`config.mk`:
```
export PLATFORM = sky130hd
export DESIGN_NAME = uart_tx
export DESIGN_NICKNAME = d
export VERILOG_FILES = /design/src/rtl/uart_pkg.sv /design/src/rtl/uart_tx_fifo.sv /design/src/rtl/uart_tx.sv
export SDC_FILE = /design/constraint.sdc
export NUM_CORES = 1
export LEC_CHECK = 0
export BUFFER_PORTS_ARGS = -buffer_cell sky130_fd_sc_hd__buf_4
export CAP_MARGIN = 0
export CORE_ASPECT_RATIO = 1.2
export CORE_MARGIN = 4
export CORE_UTILIZATION = 44
export CTS_CLUSTER_DIAMETER = 200
export DETAILED_ROUTE_END_ITERATION = 10
export GPL_TIMING_DRIVEN = 0
export HOLD_SLACK_MARGIN = 0.08
export SKIP_CTS_REPAIR_TIMING = 1
export SYNTH_ARGS = -nofsm -noshare
export SYNTH_HDL_FRONTEND = slang
export SYNTH_HIERARCHICAL = 1
export SYNTH_SLANG_ARGS = --single-unit
```
`constraint.sdc`:
```
create_clock -name clk -period 2.5 [get_ports clk]
set_input_delay 0.375 -clock clk [delete_from_list [all_inputs] [get_ports clk]]
set_output_delay 0.375 -clock clk [all_outputs]
set_load 0.05 [all_outputs]
```
`src/rtl/uart_pkg.sv`:
```
// Shared definitions for the UART transmitter: FSM encoding, line levels and
// the baud divisor helper.
package uart_pkg;

  // Legacy-compatible state encodings, reused as the enum values below.
  localparam logic [1:0] ST_IDLE  = 2'd0;
  localparam logic [1:0] ST_START = 2'd1;
  localparam logic [1:0] ST_DATA  = 2'd2;
  localparam logic [1:0] ST_STOP  = 2'd3;

  typedef enum logic [1:0] {
    IDLE  = ST_IDLE,
    START = ST_START,
    DATA  = ST_DATA,
    STOP  = ST_STOP
  } state_e;

  // Line levels for the framing bits.
  localparam logic START_BIT = 1'b0;
  localparam logic STOP_BIT  = 1'b1;

  // Clock cycles per serial bit (integer division, remainder dropped).
  function automatic int unsigned baud_div(input int unsigned clk_frq,
                                           input int unsigned baud_rate);
    return clk_frq / baud_rate;
  endfunction

endpackage

```
`src/rtl/uart_tx_fifo.sv`:
```
// Byte queue in front of the transmitter. Power-of-two depth so the pointers
// wrap naturally; a separate occupancy counter tells full from empty.
module uart_tx_fifo #(
  parameter int unsigned WIDTH = 8,
  parameter int unsigned DEPTH = 4
) (
  input  logic                     clk,
  input  logic                     areset,
  input  logic                     push_i,
  input  logic                     pop_i,
  input  logic [WIDTH-1:0]         data_i,
  output logic [WIDTH-1:0]         data_o,
  output logic                     full_o,
  output logic                     empty_o,
  output logic [$clog2(DEPTH):0]   count_o
);

  localparam int unsigned AW = $clog2(DEPTH);
  localparam int unsigned CW = AW + 1;
  localparam logic [CW-1:0] FULL_CNT = CW'(DEPTH);

  logic [WIDTH-1:0] mem_q [DEPTH];
  logic [AW-1:0]    wr_ptr_q, wr_ptr_d;
  logic [AW-1:0]    rd_ptr_q, rd_ptr_d;
  logic [CW-1:0]    count_q, count_d;
  logic             do_push, do_pop;

  assign full_o  = (count_q == FULL_CNT);
  assign empty_o = (count_q == '0);
  assign count_o = count_q;
  assign data_o  = mem_q[rd_ptr_q];

  // A pop frees a slot in the same cycle, so a push into a full queue is
  // still taken when it coincides with a pop.
  assign do_pop  = pop_i && !empty_o;
  assign do_push = push_i && (!full_o || do_pop);

  // Next pointer and occupancy values.
  always_comb begin
    wr_ptr_d = wr_ptr_q;
    rd_ptr_d = rd_ptr_q;
    count_d  = count_q;
    if (do_push) wr_ptr_d = wr_ptr_q + AW'(1);
    if (do_pop)  rd_ptr_d = rd_ptr_q + AW'(1);
    case ({do_push, do_pop})
      2'b10:   count_d = count_q + CW'(1);
      2'b01:   count_d = count_q - CW'(1);
      default: count_d = count_q;
    endcase
  end

  // Storage array; contents need no reset since count gates every read.
  always_ff @(posedge clk) begin
    if (do_push) mem_q[wr_ptr_q] <= data_i;
  end

  // Pointer and occupancy registers, cleared asynchronously.
  always_ff @(posedge clk or posedge areset) begin
    if (areset) begin
      wr_ptr_q <= '0;
      rd_ptr_q <= '0;
      count_q  <= '0;
    end else begin
      wr_ptr_q <= wr_ptr_d;
      rd_ptr_q <= rd_ptr_d;
      count_q  <= count_d;
    end
  end

endmodule

```
`src/rtl/uart_tx.sv`:
```
// Buffered UART transmitter: FIFO in front of a baud counter, framing FSM and
// shift register. The serial line, done pulse and busy flag are all registered.
module uart_tx
  import uart_pkg::*;
#(
  parameter int unsigned CLK_FRQ    = 250000000,
  parameter int unsigned BAUD_RATE  = 115200,
  parameter int unsigned BYTE       = 8,
  parameter int unsigned FIFO_DEPTH = 4
) (
  input  logic                          clk,
  input  logic                          areset,
  input  logic [BYTE-1:0]               tx_data,
  input  logic                          tx_valid,
  output logic                          tx_ready,
  output logic                          data_out,
  output logic                          tx_busy,
  output logic                          tx_done,
  output logic [$clog2(FIFO_DEPTH):0]   fifo_count
);

  localparam int unsigned BAUD_DIV = baud_div(CLK_FRQ, BAUD_RATE);
  localparam int unsigned CNT_W    = (BAUD_DIV > 1) ? $clog2(BAUD_DIV) : 1;
  localparam int unsigned IDX_W    = (BYTE > 1) ? $clog2(BYTE) : 1;
  localparam logic [CNT_W-1:0] CNT_LAST = CNT_W'(BAUD_DIV - 1);
  localparam logic [IDX_W-1:0] IDX_LAST = IDX_W'(BYTE - 1);

  state_e            state_q, state_d;
  logic [CNT_W-1:0]  baud_cnt_q, baud_cnt_d;
  logic [IDX_W-1:0]  bit_idx_q, bit_idx_d;
  logic [BYTE-1:0]   shift_q, shift_d;
  logic              data_out_q, data_out_d;
  logic              done_q, done_d;
  logic              busy_q, busy_d;

  logic              baud_tc;
  logic              pop;
  logic              push;
  logic [BYTE-1:0]   fifo_data;
  logic              fifo_full;
  logic              fifo_empty;

  uart_tx_fifo #(
    .WIDTH (BYTE),
    .DEPTH (FIFO_DEPTH)
  ) u_fifo (
    .clk     (clk),
    .areset  (areset),
    .push_i  (push),
    .pop_i   (pop),
    .data_i  (tx_data),
    .data_o  (fifo_data),
    .full_o  (fifo_full),
    .empty_o (fifo_empty),
    .count_o (fifo_count)
  );

  assign baud_tc  = (baud_cnt_q == CNT_LAST);
  // Ready also when full but a pop happens this cycle; pop comes only from
  // registered state, so there is no combinational loop with tx_valid.
  assign tx_ready = !fifo_full || pop;
  assign push     = tx_valid && tx_ready;

  assign data_out = data_out_q;
  assign tx_done  = done_q;
  assign tx_busy  = busy_q;

  // Framing FSM, baud counter and shift register next-state logic.
  always_comb begin
    state_d    = state_q;
    baud_cnt_d = baud_tc ? '0 : baud_cnt_q + CNT_W'(1);
    bit_idx_d  = bit_idx_q;
    shift_d    = shift_q;
    pop        = 1'b0;
    case (state_q)
      IDLE: begin
        // Counter parked at zero so the start bit always gets a full period.
        baud_cnt_d = '0;
        if (!fifo_empty) begin
          pop     = 1'b1;
          shift_d = fifo_data;
          state_d = START;
        end
      end
      START: begin
        if (baud_tc) begin
          bit_idx_d = '0;
          state_d   = DATA;
        end
      end
      DATA: begin
        if (baud_tc) begin
          shift_d = shift_q >> 1;
          if (bit_idx_q == IDX_LAST) begin
            state_d = STOP;
          end else begin
            bit_idx_d = bit_idx_q + IDX_W'(1);
          end
        end
      end
      STOP: begin
        if (baud_tc) begin
          if (!fifo_empty) begin
            pop     = 1'b1;
            shift_d = fifo_data;
            state_d = START;
          end else begin
            state_d = IDLE;
          end
        end
      end
      default: begin
        baud_cnt_d = '0;
        state_d    = IDLE;
      end
    endcase
  end

  // Output levels, registered one cycle behind the state that produces them.
  always_comb begin
    case (state_q)
      IDLE:    data_out_d = STOP_BIT;
      START:   data_out_d = START_BIT;
      DATA:    data_out_d = shift_q[0];
      STOP:    data_out_d = STOP_BIT;
      default: data_out_d = STOP_BIT;
    endcase
    done_d = (state_q == STOP) && baud_tc;
    busy_d = (state_q != IDLE) || !fifo_empty;
  end

  // State and output registers; reset drops the line high immediately.
  always_ff @(posedge clk or posedge areset) begin
    if (areset) begin
      state_q    <= IDLE;
      baud_cnt_q <= '0;
      bit_idx_q  <= '0;
      shift_q    <= '0;
      data_out_q <= STOP_BIT;
      done_q     <= 1'b0;
      busy_q     <= 1'b0;
    end else begin
      state_q    <= state_d;
      baud_cnt_q <= baud_cnt_d;
      bit_idx_q  <= bit_idx_d;
      shift_q    <= shift_d;
      data_out_q <= data_out_d;
      done_q     <= done_d;
      busy_q     <= busy_d;
    end
  end

endmodule

```
# After elaboration in Yosys (flattened, before gate mapping)
# Memories as Yosys holds them, arrays and structs flattened.
# Index checks and enable logic that the tools add are counted.
[word_totals] regBits=35 ram_bits=32 inputBits=11 elab_cells=74 memories=1
[mem_list] memory="u_fifo.mem_q" words=4 word_bits=8 read_ports=1 rd_clocked_by_memory_dff=0 write_ports=1 line_no="uart_tx_fifo.sv:22" text="logic [WIDTH-1:0] mem_q [DEPTH];"
[classes] addsub=6 eq_ne=14 muxes=24 reduce_logical=19
[ops] cell="$mux 12" count=2
[ops] cell="$mux 8" count=3
[ops] cell="$pmux 8 s3" count=1
[ops] cell="$add 12x1->12 const B" count=1
[ops] cell="$eq 12x12->1 const B" count=1
[ops] cell="$ne 2x2->1 const B" count=6
[ops] cell="$pmux 3 s2" count=2
[ops] cell="$mux 2" count=5
[ops] cell="$mux 3" count=3
[ops] cell="$pmux 2 s4" count=1
[ops] cell="$add 3x1->3 const B" count=2
[ops] cell="$eq 2x2->1 const B" count=3
[ops] cell="$eq 3x3->1 const B" count=2
[ops] cell="$reduce_bool 2->1" count=3
[ops] cell="$mux 1" count=5
[ops] cell="$reduce_and 5->1" count=1
[ops] cell="$add 2x1->2 const B" count=2
[ops] cell="$eq 2x1->1 const B" count=2
[ops] cell="$logic_and 1x1->1" count=4
[ops] cell="$reduce_and 4->1" count=1
[ops] cell="$logic_not 3->1" count=1
[ops] cell="$logic_or 1x1->1" count=3
[ops] cell="$pmux 1 s3" count=1
[ops] cell="$reduce_and 3->1" count=1
[ops] cell="6 further kinds" count=7

# Longest topological paths before layout
# Gate-level depths: netlist of run 1.
[depth] depth_word=9 depth_mapped=14 ltp_nobuf=14

# By module
# Netlist of run 1, hierarchy kept.
[modules_own_cells] mod="uart_tx_fifo" instances=1 cells_each=81 area_each_um2=1591.5
[modules_own_cells] mod="uart_tx" instances=1 cells_each=143 area_each_um2=1552.7

# Least setup slack after synthesis of run 1
# Ideal clock, no wire load.
[synth_timing] kind="reg2reg" startpoint="register u_fifo.count_q[0], in the netlist u_fifo/count_o[0]" endpoint="register u_fifo.count_q[2], in the netlist u_fifo/count_o[2]" setup_time_ns=0.146 arrival_time_ns=3.446 t_required_ns=2.354 setup_slack_ns=-1.092 stages_incl_launch_ff=12 n_path_buf=0 period_less_slack_ns=3.592 cell_sequence="dfrtp_1 -> nor3_1 -> o31ai_1 -> and2_1 -> o21a_4 -> inv_1 -> ha_1 -> inv_1 -> fa_1 -> xor2_1 -> nor2_1 -> xor2_1"
[synth_via] elab_chain_len=9
[synth_rtl] item="from (decl)" line_no="uart_tx_fifo.sv:25" text="logic [CW-1:0] count_q, count_d;"
[synth_rtl] item="from (signal assigned)" line_no="uart_tx_fifo.sv:66" text="count_q <= count_d;"
[synth_rtl] item="$logic_not 3->1 (*)" line_no="uart_tx_fifo.sv:29" text="assign empty_o = (count_q == '0);"
[synth_rtl] item="named net fifo_empty" line_no="uart_tx.sv:41" text="logic fifo_empty;"
[synth_rtl] item="$mux 1 (*)" line_no="uart_tx.sv:79, uart_tx.sv:103"
[synth_rtl] item="$mux 1" line_no="uart_tx.sv:102" text="if (baud_tc) begin"
[synth_rtl] item="$pmux 1 s2 (*)" line_no="uart_tx.sv:75" text="case (state_q)"
[synth_rtl] item="$logic_or 1x1->1 (*)" line_no="uart_tx.sv:61" text="assign tx_ready = !fifo_full || pop;"
[synth_rtl] item="named net tx_ready" line_no="uart_tx.sv:15" text="output logic tx_ready,"
[synth_rtl] item="$logic_and 1x1->1 (*)" line_no="uart_tx.sv:62" text="assign push = tx_valid && tx_ready;"
[synth_rtl] item="named net push" line_no="uart_tx.sv:38" text="logic push;"
[synth_rtl] item="$logic_and 1x1->1 (*)" line_no="uart_tx_fifo.sv:36" text="assign do_push = push_i && (!full_o || do_pop);"
[synth_rtl] item="$eq 2x1->1 / $eq 2x2->1 (equally long branches)" line_no="uart_tx_fifo.sv:45" text="case ({do_push, do_pop})"
[synth_rtl] item="$pmux 3 s2 / $reduce_bool 2->1 (equally long branches)"
# Mark *: on every way through the listed nets, which the timed path passes. The rest lies on a longest branch.
# A chain may end at the register's enable or synchronous reset.

# Worst setup path in the final report of run 1
[layout_timing] startpoint="register baud_cnt_q[1]" endpoint="register u_fifo.count_q[2], in the netlist u_fifo/count_o[2]"
[layout_via] elab_chain_len=8
[layout_rtl] item="from (decl)" line_no="uart_tx.sv:29" text="logic [CNT_W-1:0] baud_cnt_q, baud_cnt_d;"
[layout_rtl] item="from (signal assigned)" line_no="uart_tx.sv:144" text="baud_cnt_q <= baud_cnt_d;"
[layout_rtl] item="$eq 12x12->1 (*)" line_no="uart_tx.sv:58" text="assign baud_tc = (baud_cnt_q == CNT_LAST);"
[layout_rtl] item="$mux 1 (*)" line_no="uart_tx.sv:102"
[layout_rtl] item="$pmux 1 s2 (*)" line_no="uart_tx.sv:75"
[layout_rtl] item="named net pop" line_no="uart_tx.sv:37" text="logic pop;"
[layout_rtl] item="$logic_and 1x1->1 (*)" line_no="uart_tx_fifo.sv:35" text="assign do_pop = pop_i && !empty_o;"
[layout_rtl] item="named net u_fifo.do_pop" line_no="uart_tx_fifo.sv:26" text="logic do_push, do_pop;"
[layout_rtl] item="$logic_or 1x1->1" line_no="uart_tx_fifo.sv:36"
[layout_rtl] item="$logic_and 1x1->1" line_no="uart_tx_fifo.sv:36"
[layout_rtl] item="$eq 2x1->1 / $eq 2x2->1 (equally long branches)" line_no="uart_tx_fifo.sv:45"
[layout_rtl] item="$pmux 3 s2 / $reduce_bool 2->1 (equally long branches)"
# Marks and branches as above.

==> results_dict.tcl, run 1 <==
set metrics [dict create \
    synth_cells 224 \
    clk_pin_slew_worst_paths_ps 70 \
    violations "negative setup slack" \
    finalHoldViolCount 0 \
    nNetsFinal 282 \
    cts_num_sinks 67 \
    ys_async_sr_fraction_pct 52.24 \
    ys_seq_area_share_pct 58.46 \
    fin_worst_skew_ps 6.638 \
    rsz0062_at_grt "yes" \
    drtIter0Drc 61 \
    vias 1778 \
    grt_overflow 0 \
    fillers 577 \
    critPathMaxFanout 4 \
    synth_cell_types 46 \
    grt_use_total_pct 13.33 \
    gp_congestion 0.7166 \
    synth_edf_count 32 \
    multiInputGateArea_sq_um 1285 \
    avgSynthCellArea_sq_um 14.04 \
    power_density_nw_per_um2 779.8 \
    cts_made_buffers 9 \
    synth_common_cells "34 x dfrtp_1, 32 x edfxtp_1, 17 x nor2_1, 16 x mux2_2, 15 x ha_1" \
    syn2layout_area_growth_pct 16.35 \
    path_class "flop to flop" \
    combPwrFrac_pct 20.9 \
    synth_warnings 6 \
    worst_pin_slew_ps 1104 \
    period_share_pct 103.1 \
    cts_tree "yes" \
    drc 0 \
    antenna_found_initial 0 \
    syn_area_sq_um 3144 \
    die-area_sq_um 8568 \
    max-cap-violations 0 \
    clk_path_buf_depth 2 \
    switchingPower_w 0.0007978 \
    layout-drive-gt1-share_pct 32.31 \
    yosysMostFrequentCell "dfrtp_1" \
    synthFlopType "dfrtp_1" \
    endpoint_kind "flop" \
    p_int_w 0.002055 \
    p_leak_nw 1.448 \
    synth.area.top_cells "edfxtp_1 31%, dfrtp_1 27%, ha_1 6.0%, mux2_2 5.7%, mux4_2 5.7%" \
    syn_nets 251 \
    hp-class "input port to flop" \
    max_freq_ghz 0.3879 \
    relSlewSlack_pct 26.31 \
    seqPwrFrac_pct 48.9 \
    grt_pass1_wl_mm 8.742 \
    io_pins 18 \
    synth_seq_cells 67 \
    post-route-min-period_ps 2578 \
    switching_share_pct 27.96 \
    placed_area_sq_um 3430 \
    regArea_sq_um 1839 \
    setup_viol 1 \
    clockPowerShare_pct 30.2 \
    dp.cells 328 \
    h-tree-depth 3 \
    clkLatencyLatePin_ps 330 \
    coreArea_sq_um 6895 \
    finalMaxSlewViolations 0 \
    wl_mm 5.171 \
    rows 33 \
    grt_max_degree 29 \
    numPortBuffers 17 \
    dp_hpwl_mm 3.605 \
    cts_root_buffer "clkbuf_8" \
    final_area_sq_um 3659 \
    diodes 0 \
    fin_ws_ps -77.93 \
    whs_ps 238.6 \
    wl_per_cell_um 14.90 \
    synth_top_area_cell "edfxtp_1" \
    finalNonFillerCells 347 \
    power.total_w 0.002853 \
    die_w_um 85.17 \
    die_y_um 100.6 \
    vias_per_cell 5.124 \
    worstPathRequired_ps 2760 \
    fin_util_pct 53.06 \
    status "complete, but fails checks" \
    ant_nets 0 \
    grt_pass1_vias 1854 \
    start_kind "flop" \
    synth_top_area_share_pct 30.56 \
    critical_path_arrival_ps 2830 \
    dr.pass1.iters 4 \
    max-vdd-ir-drop_uv 434.9 \
    start_util_pct 45.60 \
]
-- power groups by stage --
stage	sequential, W	clock, W	combinational [W]
floorplan	0.00149	0	0.000339
global placement	0.00141	0	0.000566
detailed placement	0.00142	0	0.000573
CTS	0.00140	0.000892	0.000574
global route	0.00141	0.000948	0.000649
finish	0.00139	0.000863	0.000596
-- worst paths after layout --
check | end | start | slack (ps) | cells past startpoint
worst max-delay path | u_fifo/count_o[2] | baud_cnt_q[1] | -80 | 12
worst max register to register | u_fifo/count_o[2] | baud_cnt_q[1] | -80 | 12
min in group asynchronous | u_fifo/count_o[2] | areset | 540 | 3
worst min-delay path | u_fifo/mem_q[2][0] | tx_data[0] | 240 | 1
max in group asynchronous | baud_cnt_q[8] | areset | 870 | 3
worst min register to register | baud_cnt_q[0] | baud_cnt_q[0] | 500 | 1
-- through the flow --
step | setup TNS [ps] | setup slack [ps]
finish | -77.93 | -77.93
global route | -363.6 | -254.1
CTS | -351.1 | -265.0
detailed placement | -271.1 | -221.7
global placement | -191.2 | -170.9
floorplan | -554.5 | -296.9
-- cell usage in the layout, fill, tap and decap left out, types with 4 or more instances in the layout --
master,instances
dfrtp_1,33
edfxtp_1,32
buf_4,20
nor2_1,17
mux2_2,16
ha_1,13
inv_1,12
xnor2_1,11
nand2_1,10
nand3_1,10
clkbuf_8,10
mux4_2,8
nor3_1,5
xor2_1,5
and2_4,5
clkbuf_1,4
o21ai_0,4
-- logic make-up (layout without fill, tap and decap cells) --
logic type / after synthesis / count (layout) / synth area share, %
compound gates: 14 / 14 / 3.979
xor+xnor: 16 / 16 / 4.457
fa+ha+maj: 16 / 16 / 6.606
buf+inv: 19 / 55 / 2.666
flops: 67 / 67 / 58.46
mux: 26 / 26 / 12.26
simple gates: 66 / 66 / 11.58
-- per-layer routing --
metal / track usage (%) / vias up / wire length (um) / share of wire (%)
met4: 7.674 / 0 / 117 / 2.3
met3: 3.352 / 12 / 152 / 2.9
met2: 22.49 / 19 / 2594 / 50
li1: - / 866 / - / -
met5: 0 / - / 0 / 0
met1: 15.31 / 881 / 2306 / 45
-- critical path, cell delays in order, from the launching register on --
cell and delay, ps:
dfrtp_1 400, inv_1 70, ha_2 160, nor3b_4 260
a41oi_2 220, nor3_2 260, o31a_2 220, ha_4 140
inv_2 30, fa_2 320, xor2_1 150, nor2_1 110
xor2_1 160
-- flip-flops by register name, summed over array words and instances (netlist names) --
name / count
baud_cnt_q: 12
u_fifo/wr_ptr_q: 2
tx_busy: 1
u_fifo/mem_q: 32
state_q: 2
data_out: 1
u_fifo/rd_ptr_q: 2
bit_idx_q: 3
u_fifo/count_o: 3
tx_done: 1
shift_q: 8
-- area by class of cell --
class | count | area share, %
Tap cell | 87 | 2.975
Clock inverter | 3 | 1.094
Multi-Input combinational cell | 138 | 35.12
Buffer | 5 | 0.8550
Clock buffer | 13 | 4.070
Inverter | 14 | 1.436
Timing Repair Buffer | 20 | 4.172
Sequential cell | 67 | 50.27
(Power assumes the default switching activity.)
==> run 2: changes to the inputs <==
--- a/config.mk
+++ b/config.mk
@@ -14,6 +14,7 @@
 export DETAILED_ROUTE_END_ITERATION = 10
 export GPL_TIMING_DRIVEN = 0
 export HOLD_SLACK_MARGIN = 0.08
+export MAX_ROUTING_LAYER = met4
 export SKIP_CTS_REPAIR_TIMING = 1
 export SYNTH_ARGS = -nofsm -noshare
 export SYNTH_HDL_FRONTEND = slang
==> results_dict.tcl, run 2 (same netlist as run 1, synthesis figures left out) <==
set metrics [dict create \
    status "complete, but fails checks" \
    violations "negative setup slack" \
    dp_hpwl_mm 3.605 \
    max-vdd-ir-drop_uv 434.9 \
    holdPathStages 1 \
    finalHoldViolCount 0 \
    slowest_delay_ps 400 \
    power.total_w 0.002854 \
    io_pins 18 \
    die-area_sq_um 8568 \
    largest_reg_flops 32 \
    gp_congestion 0.7249 \
    max-cap-violations 0 \
    start_util_pct 45.60 \
    die_y_um 100.6 \
    cts_root_buffer "clkbuf_8" \
    timing.rr.start "baud_cnt_q[1]" \
    fin_util_pct 53.06 \
    endpoint_kind "flop" \
    layout-drive-gt1-share_pct 32.31 \
    layout_common_cells "33 x dfrtp_1, 32 x edfxtp_1, 20 x buf_4" \
    antenna_found_initial 0 \
    cts_made_buffers 9 \
    clk_path_buf_depth 2 \
    diodes 0 \
    cp_common_cell "xor2_1" \
    ant_nets 0 \
    vias 1774 \
    post-route-min-period_ps 2578 \
    numPortBuffers 17 \
    start_kind "flop" \
    final_common_cell "dfrtp_1" \
    path_class "flop to flop" \
    clk_pin_slew_worst_paths_ps 70 \
    slowest_stage "dfrtp_1" \
    vias_per_cell 5.112 \
    wl_per_cell_um 14.91 \
    top_regs "u_fifo/mem_q x32, baud_cnt_q x12, shift_q x8" \
    reg2reg_slack_ps -80 \
    die_w_um 85.17 \
    h-tree-depth 3 \
    dr.pass1.iters 4 \
    largest_register "u_fifo/mem_q" \
    grt_pass1_vias 1861 \
    rows 33 \
    syn2layout_area_growth_pct 16.35 \
    dp.cells 328 \
    ff2ff_path_depth 12 \
    cp_cell_sequence "inv_1, ha_2, nor3b_4, a41oi_2, nor3_2, o31a_2, ha_4, inv_2, fa_2, xor2_1, nor2_1, xor2_1" \
    worstPathRequired_ps 2760 \
    coreArea_sq_um 6895 \
    hp-class "input port to flop" \
    critPathMaxFanout 4 \
    worst_pin_slew_ps 1102 \
    period_share_pct 103.1 \
    clkLatencyLatePin_ps 330 \
    setup_viol 1 \
    whs_endpoint "u_fifo/mem_q[2][3]" \
    max_freq_ghz 0.3879 \
    grt_max_degree 29 \
    relSlewSlack_pct 26.48 \
    drc 0 \
    wl_mm 5.174 \
    nNetsFinal 282 \
    grt_use_total_pct 13.72 \
    drtIter0Drc 80 \
    fin_worst_skew_ps 6.780 \
    p_leak_nw 1.448 \
    cts_tree "yes" \
    finalNonFillerCells 347 \
    finalMaxSlewViolations 0 \
    hold_path.startpoint "tx_data[3]" \
    grt_pass1_wl_mm 8.749 \
    rsz0062_at_grt "yes" \
    r2r_end "u_fifo/count_o[2]" \
    grt_overflow 0 \
    tns_ps -77.80 \
    critical_path_arrival_ps 2830 \
    power_density_nw_per_um2 780.0 \
    cts_num_sinks 67 \
    fin_ws_ps -77.80 \
]
## run 2: cell counts in the layout (fill, tap and decap cells not counted)
Identical to the previous run, type by type.
## run 2: layout make-up
cell class	instances	area, sq um
fillers	577	3237
flip-flops and latches	67	1839
multi-input cells	138	1285
repair buffers	20	152.6
clock buffers	13	148.9
well taps	87	108.9
inverters	14	52.55
clock inverters	3	40.04
plain buffers	5	31.28
## run 2: how the worst max path moves through the flow
stage	start	endpoint	slack, ps	cells after the start
floorplan	baud_cnt_q[10]	u_fifo/count_o[2]	-300	12
global placement	baud_cnt_q[10]	u_fifo/count_o[2]	-170	10
detailed placement	baud_cnt_q[1]	u_fifo/count_o[2]	-220	12
CTS	baud_cnt_q[1]	u_fifo/count_o[2]	-260	12
global route	baud_cnt_q[1]	u_fifo/count_o[2]	-250	12
finish	baud_cnt_q[1]	u_fifo/count_o[2]	-80	12
## run 2: critical path, delay by kind of cell (launching register included)
family / cells / cell delay (ps)
compound gates: 2 / 440
xor+xnor: 2 / 310
fa+ha+maj: 3 / 620
buf+inv: 2 / 100
flops: 1 / 400
simple gates: 3 / 630
## run 2: metal layers
layer  global-route usage (%)  routed length [um]  vias to the layer above  part of all wire [%]
met5                        -                   0                        -                     0
met4                    7.674                 120                        0                   2.3
met3                    3.025                 115                       11                   2.2
met2                    22.49                2594                       18                    50
met1                    15.52                2344                      879                    45
li1                         -                   -                      866                     -
## run 2: report_power, final
| group | switching, W | internal [W] |
|---|---|---|
| logic | 0.000346 | 0.000250 |
| clock network | 0.000378 | 0.000486 |
| registers | 0.0000752 | 0.00132 |
## run 2: metrics by stage
step           worst slack, ps  area, sq um  hold WS, ps
2_1_floorplan           -296.9         3193        178.4
3_3_place_gp            -170.9         3430        331.2
3_5_place_dp            -221.7         3430        344.5
4_1_cts                 -265.0         3618       -17.36
5_1_grt                 -254.0         3659        217.0
6_report                -77.80         3659        239.0
==> run 3: changes to the inputs <==
--- a/config.mk
+++ b/config.mk
@@ -15,6 +15,7 @@
 export GPL_TIMING_DRIVEN = 0
 export HOLD_SLACK_MARGIN = 0.08
 export MAX_ROUTING_LAYER = met4
+export PLACE_DENSITY = 0.6
 export SKIP_CTS_REPAIR_TIMING = 1
 export SYNTH_ARGS = -nofsm -noshare
 export SYNTH_HDL_FRONTEND = slang
==> constraint.sdc (replaced) <==
create_clock -name clk -period 2.5 [get_ports clk]
set_input_delay 0.75 -clock clk [delete_from_list [all_inputs] [get_ports clk]]
set_output_delay 0.75 -clock clk [all_outputs]
set_load 0.05 [all_outputs]
==> results_dict.tcl, run 3 (same netlist as run 1, synthesis figures left out) <==
set metrics [dict create \
    slowest_stage "dfrtp_1" \
    wl_mm 5.171 \
    clkLatencyLatePin_ps 330 \
    syn2layout_area_growth_pct 16.16 \
    io_pins 18 \
    violations "negative setup slack" \
    setup_viol 2 \
    cp_cell_sequence "inv_1, ha_2, nor3b_4, a41oi_2, o31ai_4, buf_6" \
    max-cap-violations 0 \
    dp_hpwl_mm 3.605 \
    grt_use_total_pct 13.72 \
    worstPathRequired_ps 1750 \
    max-vdd-ir-drop_uv 434.9 \
    cts_root_buffer "clkbuf_8" \
    dp.cells 328 \
    clk_path_buf_depth 2 \
    timing.rr.start "baud_cnt_q[1]" \
    cpLargestDelayFamily "compound AO/OA/AOI/OAI gates" \
    max_freq_ghz 0.3815 \
    die_w_um 85.17 \
    finalHoldViolCount 0 \
    layout_common_cells "33 x dfrtp_1, 32 x edfxtp_1, 19 x buf_4" \
    grt_max_degree 29 \
    largest_reg_flops 32 \
    power_density_nw_per_um2 782.3 \
    r2r_end "u_fifo/count_o[2]" \
    drtIter0Drc 83 \
    numPortBuffers 17 \
    final_area_sq_um 3652 \
    critical_path_arrival_ps 1870 \
    clk_pin_slew_worst_paths_ps 70 \
    largest_register "u_fifo/mem_q" \
    vias 1768 \
    path_class "flop to output port" \
    rsz0062_at_grt "yes" \
    whs_ps 358.9 \
    layout-drive-gt1-share_pct 32.43 \
    die-area_sq_um 8568 \
    power.total_w 0.002857 \
    wl_per_cell_um 14.95 \
    grt_overflow 0 \
    slowest_delay_ps 400 \
    fin_ws_ps -121.1 \
    critPathBufInv 2 \
    start_kind "flop" \
    coreArea_sq_um 6895 \
    endpoint_kind "output port" \
    post-route-min-period_ps 2621 \
    p_leak_nw 1.446 \
    cts_tree "yes" \
    reg2reg_slack_ps -80 \
    cts_num_sinks 67 \
    vias_per_cell 5.110 \
    relSlewSlack_pct 26.48 \
    grt_pass1_vias 1861 \
    die_y_um 100.6 \
    h-tree-depth 3 \
    nNetsFinal 281 \
    top_regs "u_fifo/mem_q x32, baud_cnt_q x12, shift_q x8" \
    status "complete, but fails checks" \
    diodes 0 \
    finalMaxSlewViolations 0 \
    start_util_pct 45.60 \
    worst_pin_slew_ps 1102 \
    antenna_found_initial 0 \
    rows 33 \
    fin_worst_skew_ps 6.780 \
    final_common_cell "dfrtp_1" \
    dr.pass1.iters 4 \
    pre_cts_ws_ps -221.7 \
    finalNonFillerCells 346 \
    placed_area_sq_um 3430 \
    critPathMaxFanout 4 \
    cts_made_buffers 9 \
    hp-class "input port to async pin" \
    grt_pass1_wl_mm 8.749 \
    ant_nets 0 \
    drc 0 \
    gp_congestion 0.7249 \
    period_share_pct 104.8 \
    ff2ff_path_depth 12 \
]
==> run 3: worst register-to-register path: stages, from the launching register on <==
cell     delay (ps)
dfrtp_1         400
inv_1            70
ha_2            160
nor3b_4         260
a41oi_2         220
nor3_2          260
o31a_2          230
ha_4            140
inv_2            30
fa_2            320
xor2_1          150
nor2_1          110
xor2_1          160
==> run 3: worst max path at each step <==
stage	start	end	slack, ps	depth (start not counted)
6_report	baud_cnt_q[1]	tx_ready	-120	6
5_1_grt	baud_cnt_q[1]	u_fifo/count_o[2]	-250	12
4_1_cts	baud_cnt_q[1]	u_fifo/count_o[2]	-260	12
3_5_place_dp	baud_cnt_q[1]	u_fifo/count_o[2]	-220	12
3_3_place_gp	baud_cnt_q[10]	u_fifo/count_o[2]	-170	10
2_1_floorplan	baud_cnt_q[10]	u_fifo/count_o[2]	-300	12
==> run 3: stage by stage <==
| stage | util, % | setup TNS (ps) |
|---|---|---|
| floorplan | - | -554.5 |
| global placement | 49.74 | -191.2 |
| detailed placement | 49.74 | -271.1 |
| CTS | 52.48 | -534.4 |
| global route | 52.97 | -625.6 |
| finish | 52.97 | -198.9 |
==> run 3: final cells by class <==
class | count | area, sq um
Clock buffer | 13 | 148.9
Buffer | 5 | 31.28
Clock inverter | 3 | 40.04
Fill cell | 579 | 3243
Multi-Input combinational cell | 138 | 1285
Sequential cell | 67 | 1839
Timing Repair Buffer | 19 | 146.4
Tap cell | 87 | 108.9
Inverter | 14 | 52.55
==> run 3: layer usage <==
metal  share of wire (%)  vias up  track usage (%)
met5                   0        -                -
met4                 2.3        0            7.674
met3                 2.2       11            3.025
met2                  50       18            22.49
met1                  45      875            15.52
li1                    -      864                -
==> run 3: power by group <==
group          switching (W)  internal [W]  leakage [nW]
Sequential         0.0000752       0.00132         0.721
Combinational       0.000346      0.000253         0.627
Clock               0.000378      0.000486        0.0974
Total               0.000799       0.00206          1.45
